[src/rtl/dpram_rd_stream.sv]
// Streams a block of consecutive RAM port-B words out as valid/ready; optional m_last via DPRAM_RD_LAST_EN.
// Latency: start edge 0 -> first ram_rden the next cycle -> m_valid after edge PIPELINE+2; 1 word/cycle sustained.
// Backpressure: read issue stalls once in-flight reads plus FIFO words reach 4; m_valid/m_data hold until accepted.
module sync_fifo #(
    parameter int W     = 8,
    parameter int DEPTH = 4
) (
    input  logic                       clk,
    input  logic                       rst_n,
    input  logic                       wr_vld_i,
    input  logic [W-1:0]               wr_dat_i,
    input  logic                       rd_i,
    output logic [W-1:0]               rd_dat_o,
    output logic                       empty_o,
    output logic [$clog2(DEPTH):0]     count_o
);
    localparam int PW = $clog2(DEPTH);
    localparam int CW = PW + 1;

    logic [W-1:0]  mem_q [DEPTH];
    logic [PW-1:0] wr_ptr_q, rd_ptr_q;
    logic [CW-1:0] count_q;

    always_ff @(posedge clk or negedge rst_n) begin
        if (!rst_n) begin
            for (int i = 0; i < DEPTH; i++) mem_q[i] <= '0;
            wr_ptr_q <= '0;
            rd_ptr_q <= '0;
            count_q  <= '0;
        end else begin
            if (wr_vld_i) begin
                mem_q[wr_ptr_q] <= wr_dat_i;
                wr_ptr_q        <= wr_ptr_q + 1'b1;
            end
            if (rd_i) rd_ptr_q <= rd_ptr_q + 1'b1;
            count_q <= count_q + CW'(wr_vld_i) - CW'(rd_i);
        end
    end

    assign rd_dat_o = mem_q[rd_ptr_q];
    assign empty_o  = (count_q == '0);
    assign count_o  = count_q;
endmodule

module dpram_rd_stream #(
    parameter int DW       = 32,
    parameter int AW       = 8,
    parameter int PIPELINE = 1
) (
    input  logic          clk,
    input  logic          rst_n,
    input  logic          start,
    input  logic [AW-1:0] base_addr,
    input  logic [AW:0]   len,
    output logic          busy,
    output logic          done,
    output logic [AW-1:0] ram_addr,
    output logic          ram_rden,
    input  logic [DW-1:0] ram_q,
    output logic [DW-1:0] m_data,
    output logic          m_valid,
`ifdef DPRAM_RD_LAST_EN
    output logic          m_last,
`endif
    input  logic          m_ready
);
    if (!(PIPELINE == 1 || PIPELINE == 2)) begin : g_bad_pipeline
        $error("dpram_rd_stream: PIPELINE must be 1 or 2");
    end

`ifdef DPRAM_RD_LAST_EN
    localparam int FW = DW + 1;
`else
    localparam int FW = DW;
`endif
    localparam logic [AW:0] LEFT_ONE = (AW+1)'(1);

    typedef enum logic [1:0] {IDLE, READ, DRAIN} state_t;

    state_t              state_q, state_d;
    logic [AW-1:0]       ram_addr_q, ram_addr_d;
    logic [AW:0]         rd_left_q, rd_left_d;
    logic [AW:0]         out_left_q, out_left_d;
    logic                busy_q, busy_d;
    logic                done_q, done_d;
    logic [PIPELINE-1:0] vld_sr_q, vld_sr_d;
    logic                cap_vld_q;
    logic [FW-1:0]       cap_dat_q, ret_dat;
    logic [FW-1:0]       head_dat;
    logic                fifo_empty, pop, credit_ok;
    logic [2:0]          fifo_cnt, inflight;
    logic [3:0]          occ;

`ifdef DPRAM_RD_LAST_EN
    logic [PIPELINE-1:0] last_sr_q, last_sr_d;
    assign ret_dat = {last_sr_q[PIPELINE-1], ram_q};
`else
    assign ret_dat = ram_q;
`endif

    assign m_valid = !fifo_empty;
    assign pop     = m_valid && m_ready;

    // Credit covers reads in the RAM pipe, the capture stage and the FIFO; a pop this cycle frees its slot.
    always_comb begin
        inflight = {2'b00, cap_vld_q};
        for (int i = 0; i < PIPELINE; i++) inflight = inflight + {2'b00, vld_sr_q[i]};
        occ       = {1'b0, inflight} + {1'b0, fifo_cnt};
        credit_ok = occ < (4'd4 + {3'b000, pop});
    end

    always_comb begin
        state_d    = state_q;
        ram_addr_d = ram_addr_q;
        rd_left_d  = rd_left_q;
        out_left_d = out_left_q;
        busy_d     = busy_q;
        done_d     = 1'b0;
        ram_rden   = 1'b0;
        if (pop) out_left_d = out_left_q - LEFT_ONE;
        case (state_q)
            IDLE: begin
                if (start) begin
                    if (len != '0) begin
                        state_d    = READ;
                        ram_addr_d = base_addr;
                        rd_left_d  = len;
                        out_left_d = len;
                        busy_d     = 1'b1;
                    end else begin
                        done_d = 1'b1;
                    end
                end
            end
            READ: begin
                ram_rden = (rd_left_q != '0) && credit_ok;
                if (ram_rden) begin
                    ram_addr_d = ram_addr_q + 1'b1;
                    rd_left_d  = rd_left_q - LEFT_ONE;
                    if (rd_left_q == LEFT_ONE) state_d = DRAIN;
                end
            end
            DRAIN: begin
                if (pop && out_left_q == LEFT_ONE) begin
                    state_d = IDLE;
                    done_d  = 1'b1;
                    busy_d  = 1'b0;
                end
            end
            default: state_d = IDLE;
        endcase
    end

    // The tail of the valid shift register marks the one cycle ram_q carries issued data.
    always_comb begin
        vld_sr_d    = vld_sr_q << 1;
        vld_sr_d[0] = ram_rden;
`ifdef DPRAM_RD_LAST_EN
        last_sr_d    = last_sr_q << 1;
        last_sr_d[0] = ram_rden && (rd_left_q == LEFT_ONE);
`endif
    end

    always_ff @(posedge clk or negedge rst_n) begin
        if (!rst_n) begin
            state_q    <= IDLE;
            ram_addr_q <= '0;
            rd_left_q  <= '0;
            out_left_q <= '0;
            busy_q     <= 1'b0;
            done_q     <= 1'b0;
            vld_sr_q   <= '0;
            cap_vld_q  <= 1'b0;
            cap_dat_q  <= '0;
`ifdef DPRAM_RD_LAST_EN
            last_sr_q  <= '0;
`endif
        end else begin
            state_q    <= state_d;
            ram_addr_q <= ram_addr_d;
            rd_left_q  <= rd_left_d;
            out_left_q <= out_left_d;
            busy_q     <= busy_d;
            done_q     <= done_d;
            vld_sr_q   <= vld_sr_d;
            cap_vld_q  <= vld_sr_q[PIPELINE-1];
            if (vld_sr_q[PIPELINE-1]) cap_dat_q <= ret_dat;
`ifdef DPRAM_RD_LAST_EN
            last_sr_q  <= last_sr_d;
`endif
        end
    end

    sync_fifo #(.W(FW), .DEPTH(4)) u_fifo (
        .clk      (clk),
        .rst_n    (rst_n),
        .wr_vld_i (cap_vld_q),
        .wr_dat_i (cap_dat_q),
        .rd_i     (pop),
        .rd_dat_o (head_dat),
        .empty_o  (fifo_empty),
        .count_o  (fifo_cnt)
    );

    assign busy     = busy_q;
    assign done     = done_q;
    assign ram_addr = ram_addr_q;
    assign m_data   = head_dat[DW-1:0];
`ifdef DPRAM_RD_LAST_EN
    assign m_last   = m_valid && head_dat[DW];
`endif
endmodule

[config.mk]
export PLATFORM = sky130hd
export DESIGN_NAME = dpram_rd_stream
export DESIGN_NICKNAME = d
export VERILOG_FILES = /design/src/rtl/dpram_rd_stream.sv
export SDC_FILE = /design/constraint.sdc
export NUM_CORES = 1
export LEC_CHECK = 0
export ABC_AREA = 1
export CORE_ASPECT_RATIO = 1.1
export CORE_MARGIN = 10
export CORE_UTILIZATION = 25
export DETAILED_ROUTE_END_ITERATION = 12
export PLACE_DENSITY = 0.4
export REMOVE_ABC_BUFFERS = 1
export SETUP_SLACK_MARGIN = 0.3
export SYNTH_ARGS = -nofsm -noshare
export SYNTH_HDL_FRONTEND = slang
export SYNTH_SLANG_ARGS = --single-unit
[constraint.sdc]
create_clock -name clk -period 7.05 [get_ports clk]
set_input_delay 1.41 -clock clk [delete_from_list [all_inputs] [get_ports clk]]
set_output_delay 1.41 -clock clk [all_outputs]
set_load 0.05 [all_outputs]
==> results of run 1 <==
==> cell type report <==
class	count	area [µm²]
fill	3966	25000
sequential	199	4980
timing repair buffer	106	1050
multi-input combinational	749	3600
clock inverter	14	161
inverter	86	323
tap	487	609
clock buffer	18	429
==> flip-flops by register name, indices dropped and copies added (netlist names) <==
register and flops:
state_q 2, u_fifo.count_o 3, vld_sr_q 1, rd_left_q 9, done 1, u_fifo.mem_q 128
cap_dat_q 32, u_fifo.wr_ptr_q 2, cap_vld_q 1, u_fifo.rd_ptr_q 2, ram_addr 8, busy 1
out_left_q 9
==> cells by family after synthesis <==
group | after synthesis | synth area share [%]
AO/OA/AOI/OAI | 282 | 15.9
XOR/XNOR | 5 | 0.478
adder cells (fa/ha/maj) | 16 | 2.35
buffers and inverters | 146 | 6.43
flip-flops | 199 | 54.3
AND/OR/NAND/NOR | 446 | 20.5
==> worst paths after layout <==
path	end	slack (ns)	cells past startpoint
setup / recovery	ram_rden	2.11	6
min in group asynchronous	cap_dat_q[21]$_DFFE_PN0P_	0.96	1
max in group asynchronous	u_fifo.rd_ptr_q[0]$_DFFE_PN0N_	4.86	2
setup reg to reg	rd_left_q[3]$_DFFE_PN0P_	4.50	11
hold reg to reg	u_fifo.mem_q[75]$_DFFE_PN0P_	0.48	2
hold / removal	u_fifo.mem_q[75]$_DFFE_PN0P_	0.48	2
==> critical path, cell delays in order <==
cell,delay [ns]
clkdlybuf4s50_1,0.60
nand3_1,0.11
nand2_1,0.13
nand3_4,0.27
inv_1,0.19
clkdlybuf4s50_1,0.82
==> layer usage <==
| metal | wire length (µm) | vias up |
|---|---|---|
| met4 | 389 | 0 |
| met3 | 741 | 22 |
| met2 | 12300 | 102 |
| met5 | 0 | - |
| li1 | - | 3712 |
| met1 | 12700 | 3563 |
==> placed cells by master (no fill, tap or decap), types with 2 or more instances in the layout <==
cell type	count
nor2_2	2
ha_1	14
clkinv_2	2
nand2_1	260
inv_8	2
buf_4	9
o21ai_0	243
nor2_4	3
clkinv_4	2
dfrtp_1	197
xor2_1	5
inv_1	84
inv_6	5
a21oi_1	3
o21bai_1	3
nand3_1	47
nand3_4	2
nand2_2	17
o22ai_1	32
dfrtp_2	2
bufinv_16	2
clkbuf_16	17
nand4_1	14
nor3_1	5
clkdlybuf4s50_1	95
nor2_1	93
fa_1	2
==> metrics by stage <==
step,total power [mW],std cells
6_report,6.15,1659
5_1_grt,6.71,1659
4_1_cts,6.28,1659
3_5_place_dp,5.22,1627
3_3_place_gp,5.19,1627
2_1_floorplan,4.07,1034
==> power by group through the flow <==
| stage | Combinational (mW) | Clock [mW] | Sequential (mW) |
|---|---|---|---|
| floorplan | 2.05 | 0 | 2.02 |
| global placement | 3.24 | 0 | 1.95 |
| detailed placement | 3.27 | 0 | 1.95 |
| CTS | 3.28 | 1.07 | 1.93 |
| global route | 3.60 | 1.11 | 2.01 |
| finish | 3.19 | 1.02 | 1.93 |
==> results.json, run 1 <==
{
  "initial_core_util_pct": 25.3,
  "grt.busiest_layer": "met2",
  "finalHoldViolCount": 0,
  "dieHeight_um": 221,
  "cts_tree": "yes",
  "p_int_mw": 3.17,
  "synth_area_um2": 9160,
  "finalInstanceArea_um2": 11200,
  "cp-startpoint": "m_ready",
  "sequentialPowerShare_pct": 31.4,
  "slew_headroom_pct": 47.0,
  "r2r-start": "cap_vld_q$_DFF_PN0_",
  "clk_path_buf_depth": 2,
  "vias_per_cell": 4.46,
  "hold_path.class": "flip-flop to flip-flop",
  "area.growth.synth_to_final_pct": 21.8,
  "h-tree-depth": 4,
  "met2_usage_pct": 19.6,
  "holdWs_ns": 0.481,
  "portBuffers": 96,
  "cp_data_arrival_time_ns": 3.53,
  "num_io_pins": 97,
  "initialDrtViolationCount": 446,
  "drv_cap": 0,
  "yosys.area.top_type": "dfrtp_1",
  "ys_ff_latch": 199,
  "p_per_area_nw_per_um2": 551,
  "yosysMostFrequentCell": "nand2_1",
  "place_ws_ns": 2.09,
  "fin_skew_ns": 0.0118,
  "power_switching_mw": 2.98,
  "slew_violations": 0,
  "grt_pass1_wl_mm": 43.0,
  "grt_pass1_vias": 7700,
  "synth-main-ff-cell": "dfrtp_1",
  "nets": 1228,
  "clk_pin_slew_ns": 0.07,
  "drt-pass1-iter-count": 5,
  "dpl_cell_area_um2": 10600,
  "finalSetupViolations": 0,
  "vdd_drop_max_mv": 0.230,
  "power.leakage_nw": 5.12,
  "cts_setup_buffers": 0,
  "cts_resized": 0,
  "crit_type": "primary input to output pin",
  "cts-buffers-inserted": 17,
  "drt_wl_total_mm": 26.1,
  "synth-seq-area-share_pct": 54.3,
  "drtAntennaViolNets": 0,
  "max_freq_mhz": 202,
  "place_congestion": 0.753,
  "dieWidth_um": 203,
  "synth_cells": 1094,
  "cp-start-kind": "primary input",
  "combPwrFrac_pct": 51.9,
  "crit_fanout": 19,
  "yosysTopAreaCellShare_pct": 54.3,
  "finalSetupTns_ns": 0,
  "synth_edf_count": 0,
  "drc": 0,
  "num_rows": 73,
  "synth_top_cells_by_area": "dfrtp_1, o21ai_0, nand2_1, nor2_1, inv_1",
  "syn-mean-instance-area_um2": 8.38,
  "vias": 7399,
  "grt-ovfl-total": 0,
  "min_from": "u_fifo.mem_q[75]$_DFFE_PN0P_",
  "setup_slack_ns": 2.11,
  "clock-sinks": 199,
  "insertion_delay_ns": 0.45,
  "yosys_warnings": 0,
  "grt_use_met1_pct": 15.6,
  "switching_share_pct": 48.5,
  "synth_cell_types": 26,
  "n_antenna_cell": 0,
  "period_share_pct": 70.1,
  "grt_max_degree": 136,
  "postSynth.asyncResetShare_pct": 100,
  "utilization_pct": 30.9,
  "cts_root_buf": "clkbuf_16",
  "avgRoutedWirePerCell_um": 15.7,
  "antenna_found_initial": 0,
  "tightestPinTransition_ns": 0.794,
  "fin_crit_ns": 4.94,
  "core_area_um2": 36200,
  "grt_use_total_pct": 12.0,
  "met3_usage_pct": 2.36,
  "final_layout_size_suffix_gt1_share_pct": 6.06,
  "synth_top_cells_by_count": "nand2_1, o21ai_0, dfrtp_1, nor2_1, inv_1",
  "ctsHoldBuffers": 0,
  "endpoint_kind": "output pin",
  "place.detailed.hpwl_mm": 15.3,
  "die_area_um2": 44700,
  "clkPwrFrac_pct": 16.6,
  "status": "complete, no violations",
  "critPathRequiredTime_ns": 5.64,
  "rsz0062_at_grt": "false"
}
(Power assumes the default switching activity.)
==> run 2, diff against run 1 <==
Clock period 7.05 ns to 4.6 ns, I/O delays scaled along.
==> run 2 against run 1 <==
  * Critical endpoint is now m_data[28]
  * Core utilization hardly changed
  * Die area stayed put
  * Sequential power is 56% higher
  * Flip-flop and latch count stayed put
==> results.json, run 2 (synthesis results as in run 1) <==
{
  "status": "complete, no violations",
  "portBuffers": 96,
  "crit_fanout": 31,
  "final_layout_size_suffix_gt1_share_pct": 6.47,
  "multi_input_area_um2": 3600,
  "nets": 1231,
  "period_share_pct": 87.0,
  "drc": 0,
  "num_io_pins": 97,
  "dpl_cell_area_um2": 10600,
  "dieHeight_um": 221,
  "cts_root_buf": "clkbuf_16",
  "critPathRequiredTime_ns": 3.68,
  "finalInstanceArea_um2": 11200,
  "area.growth.synth_to_final_pct": 21.9,
  "drtAntennaViolNets": 0,
  "die_area_um2": 44700,
  "slew_headroom_pct": 30.5,
  "finalSetupViolations": 0,
  "max_freq_mhz": 250,
  "path_buf_inv": 3,
  "drv_cap": 0,
  "n_antenna_cell": 0,
  "initial_core_util_pct": 25.3,
  "insertion_delay_ns": 0.45,
  "vias_per_cell": 4.45,
  "largestRegisters": "u_fifo.mem_q x128, cap_dat_q x32",
  "fin_skew_ns": 0.0128,
  "critPathMaxStageDelay_ns": 0.85,
  "cp_data_arrival_time_ns": 3.08,
  "h-tree-depth": 4,
  "grt_pass1_vias": 7554,
  "largest_reg_flops": 128,
  "fin_crit_ns": 4.00,
  "grt_use_total_pct": 12.0,
  "cp_top_family": "buffers and inverters",
  "place_congestion": 0.741,
  "clk_pin_slew_ns": 0.08,
  "drt_wl_total_mm": 26.3,
  "endpoint_kind": "output pin",
  "ctsHoldBuffers": 0,
  "drt-pass1-iter-count": 5,
  "rsz0062_at_grt": "false",
  "cts_tree": "yes",
  "cts-buffers-inserted": 17,
  "place_ws_ns": 0.986,
  "grt-ovfl-total": 0,
  "finalHoldViolCount": 0,
  "holdWs_ns": 0.481,
  "mostFrequentLayoutCells": "nand2_1, o21ai_0, dfrtp_1, clkdlybuf4s50_1, nor2_1",
  "cts_resized": 0,
  "grt_max_degree": 93,
  "dieWidth_um": 203,
  "core_area_um2": 36200,
  "cpMaxStageDelayCell": "clkdlybuf4s50_1",
  "antenna_found_initial": 1,
  "power.leakage_nw": 5.14,
  "finalSetupTns_ns": 0,
  "final_common_cell": "nand2_1",
  "initialDrtViolationCount": 408,
  "final-seq-area_um2": 4980,
  "path_cells": "inv_1, buf_4, o21ai_0, o22ai_1, clkdlybuf4s50_1",
  "clock-sinks": 199,
  "vdd_drop_max_mv": 0.315,
  "crit_type": "flip-flop to output pin",
  "place.detailed.hpwl_mm": 16.3,
  "p_per_area_nw_per_um2": 841,
  "clk_path_buf_depth": 2,
  "num_rows": 73,
  "hold_path.class": "flip-flop to flip-flop",
  "avgRoutedWirePerCell_um": 15.8,
  "regMostFlops": "u_fifo.mem_q",
  "tightestPinTransition_ns": 1.04,
  "fillers": 3923,
  "cp-start-kind": "flip-flop",
  "cts_setup_buffers": 0,
  "grt_pass1_wl_mm": 42.9,
  "slew_violations": 0,
  "vias": 7388,
  "setup_slack_ns": 0.596
}
## run 2: changes by cell type in the layout (fill, tap and decap cells not counted)
cell / before / now
buf_4: 9 / 13
inv_8: 2 / 4
bufinv_16: 2 / 1
clkbuf_1: 1 / 0
clkdlybuf4s50_1: 95 / 94
clkinv_1: 1 / 0
clkinv_2: 2 / 1
clkinvlp_4: 1 / 2
inv_1: 84 / 85
## run 2: metal layers
layer	track usage [%]	wire length, µm	vias to the layer above
li1	-	-	3710
met5	0	13	-
met3	2.95	934	21
met2	19.3	12400	97
met1	15.6	12700	3558
met4	3.26	301	2
## run 2: worst paths after layout
| check | endpoint | depth (start not counted) | slack [ns] | startpoint |
|---|---|---|---|---|
| min in group asynchronous | cap_dat_q[8]$_DFFE_PN0P_ | 1 | 0.55 | rst_n |
| max in group asynchronous | u_fifo.mem_q[1]$_DFFE_PN0P_ | 2 | 3.10 | rst_n |
| setup reg to reg | rd_left_q[4]$_DFFE_PN0P_ | 11 | 2.04 | cap_vld_q$_DFF_PN0_ |
| hold reg to reg | u_fifo.mem_q[32]$_DFFE_PN0P_ | 2 | 0.48 | u_fifo.mem_q[32]$_DFFE_PN0P_ |
| setup / recovery | m_data[28] | 5 | 0.60 | u_fifo.rd_ptr_q[1]$_DFFE_PN0N_ |
| hold / removal | u_fifo.mem_q[32]$_DFFE_PN0P_ | 2 | 0.48 | u_fifo.mem_q[32]$_DFFE_PN0P_ |
## run 2: area by class of cell
class | instances | area share [%]
Clock buffer | 17 | 3.81
Clock inverter | 15 | 1.40
Inverter | 86 | 2.89
Multi-Input combinational cell | 749 | 32.3
Sequential cell | 199 | 44.6
Tap cell | 487 | 5.45
Timing Repair Buffer | 109 | 9.60
## run 2: worst min-delay path, cell delays in order (launching register included)
cell	delay [ns]
dfrtp_1	0.34
nand2_1	0.05
o21ai_0	0.06
## run 2: power by group
group / leakage [nW] / internal (mW) / switching (mW)
Combinational: 2.35 / 1.51 / 3.34
Clock: 0.283 / 0.772 / 0.759
Sequential: 2.50 / 2.53 / 0.483
Total: 5.14 / 4.81 / 4.58
## run 2: per-stage QoR
| stage | power [mW] | instances | util [%] |
|---|---|---|---|
| final | 9.39 | 1662 | 30.9 |
| after global routing | 10.2 | 1662 | 30.9 |
| after CTS | 9.59 | 1662 | 30.9 |
| after detailed placement | 8.01 | 1630 | 29.3 |
| after global placement | 7.97 | 1630 | 29.3 |
| after floorplan | 6.23 | 1034 | - |
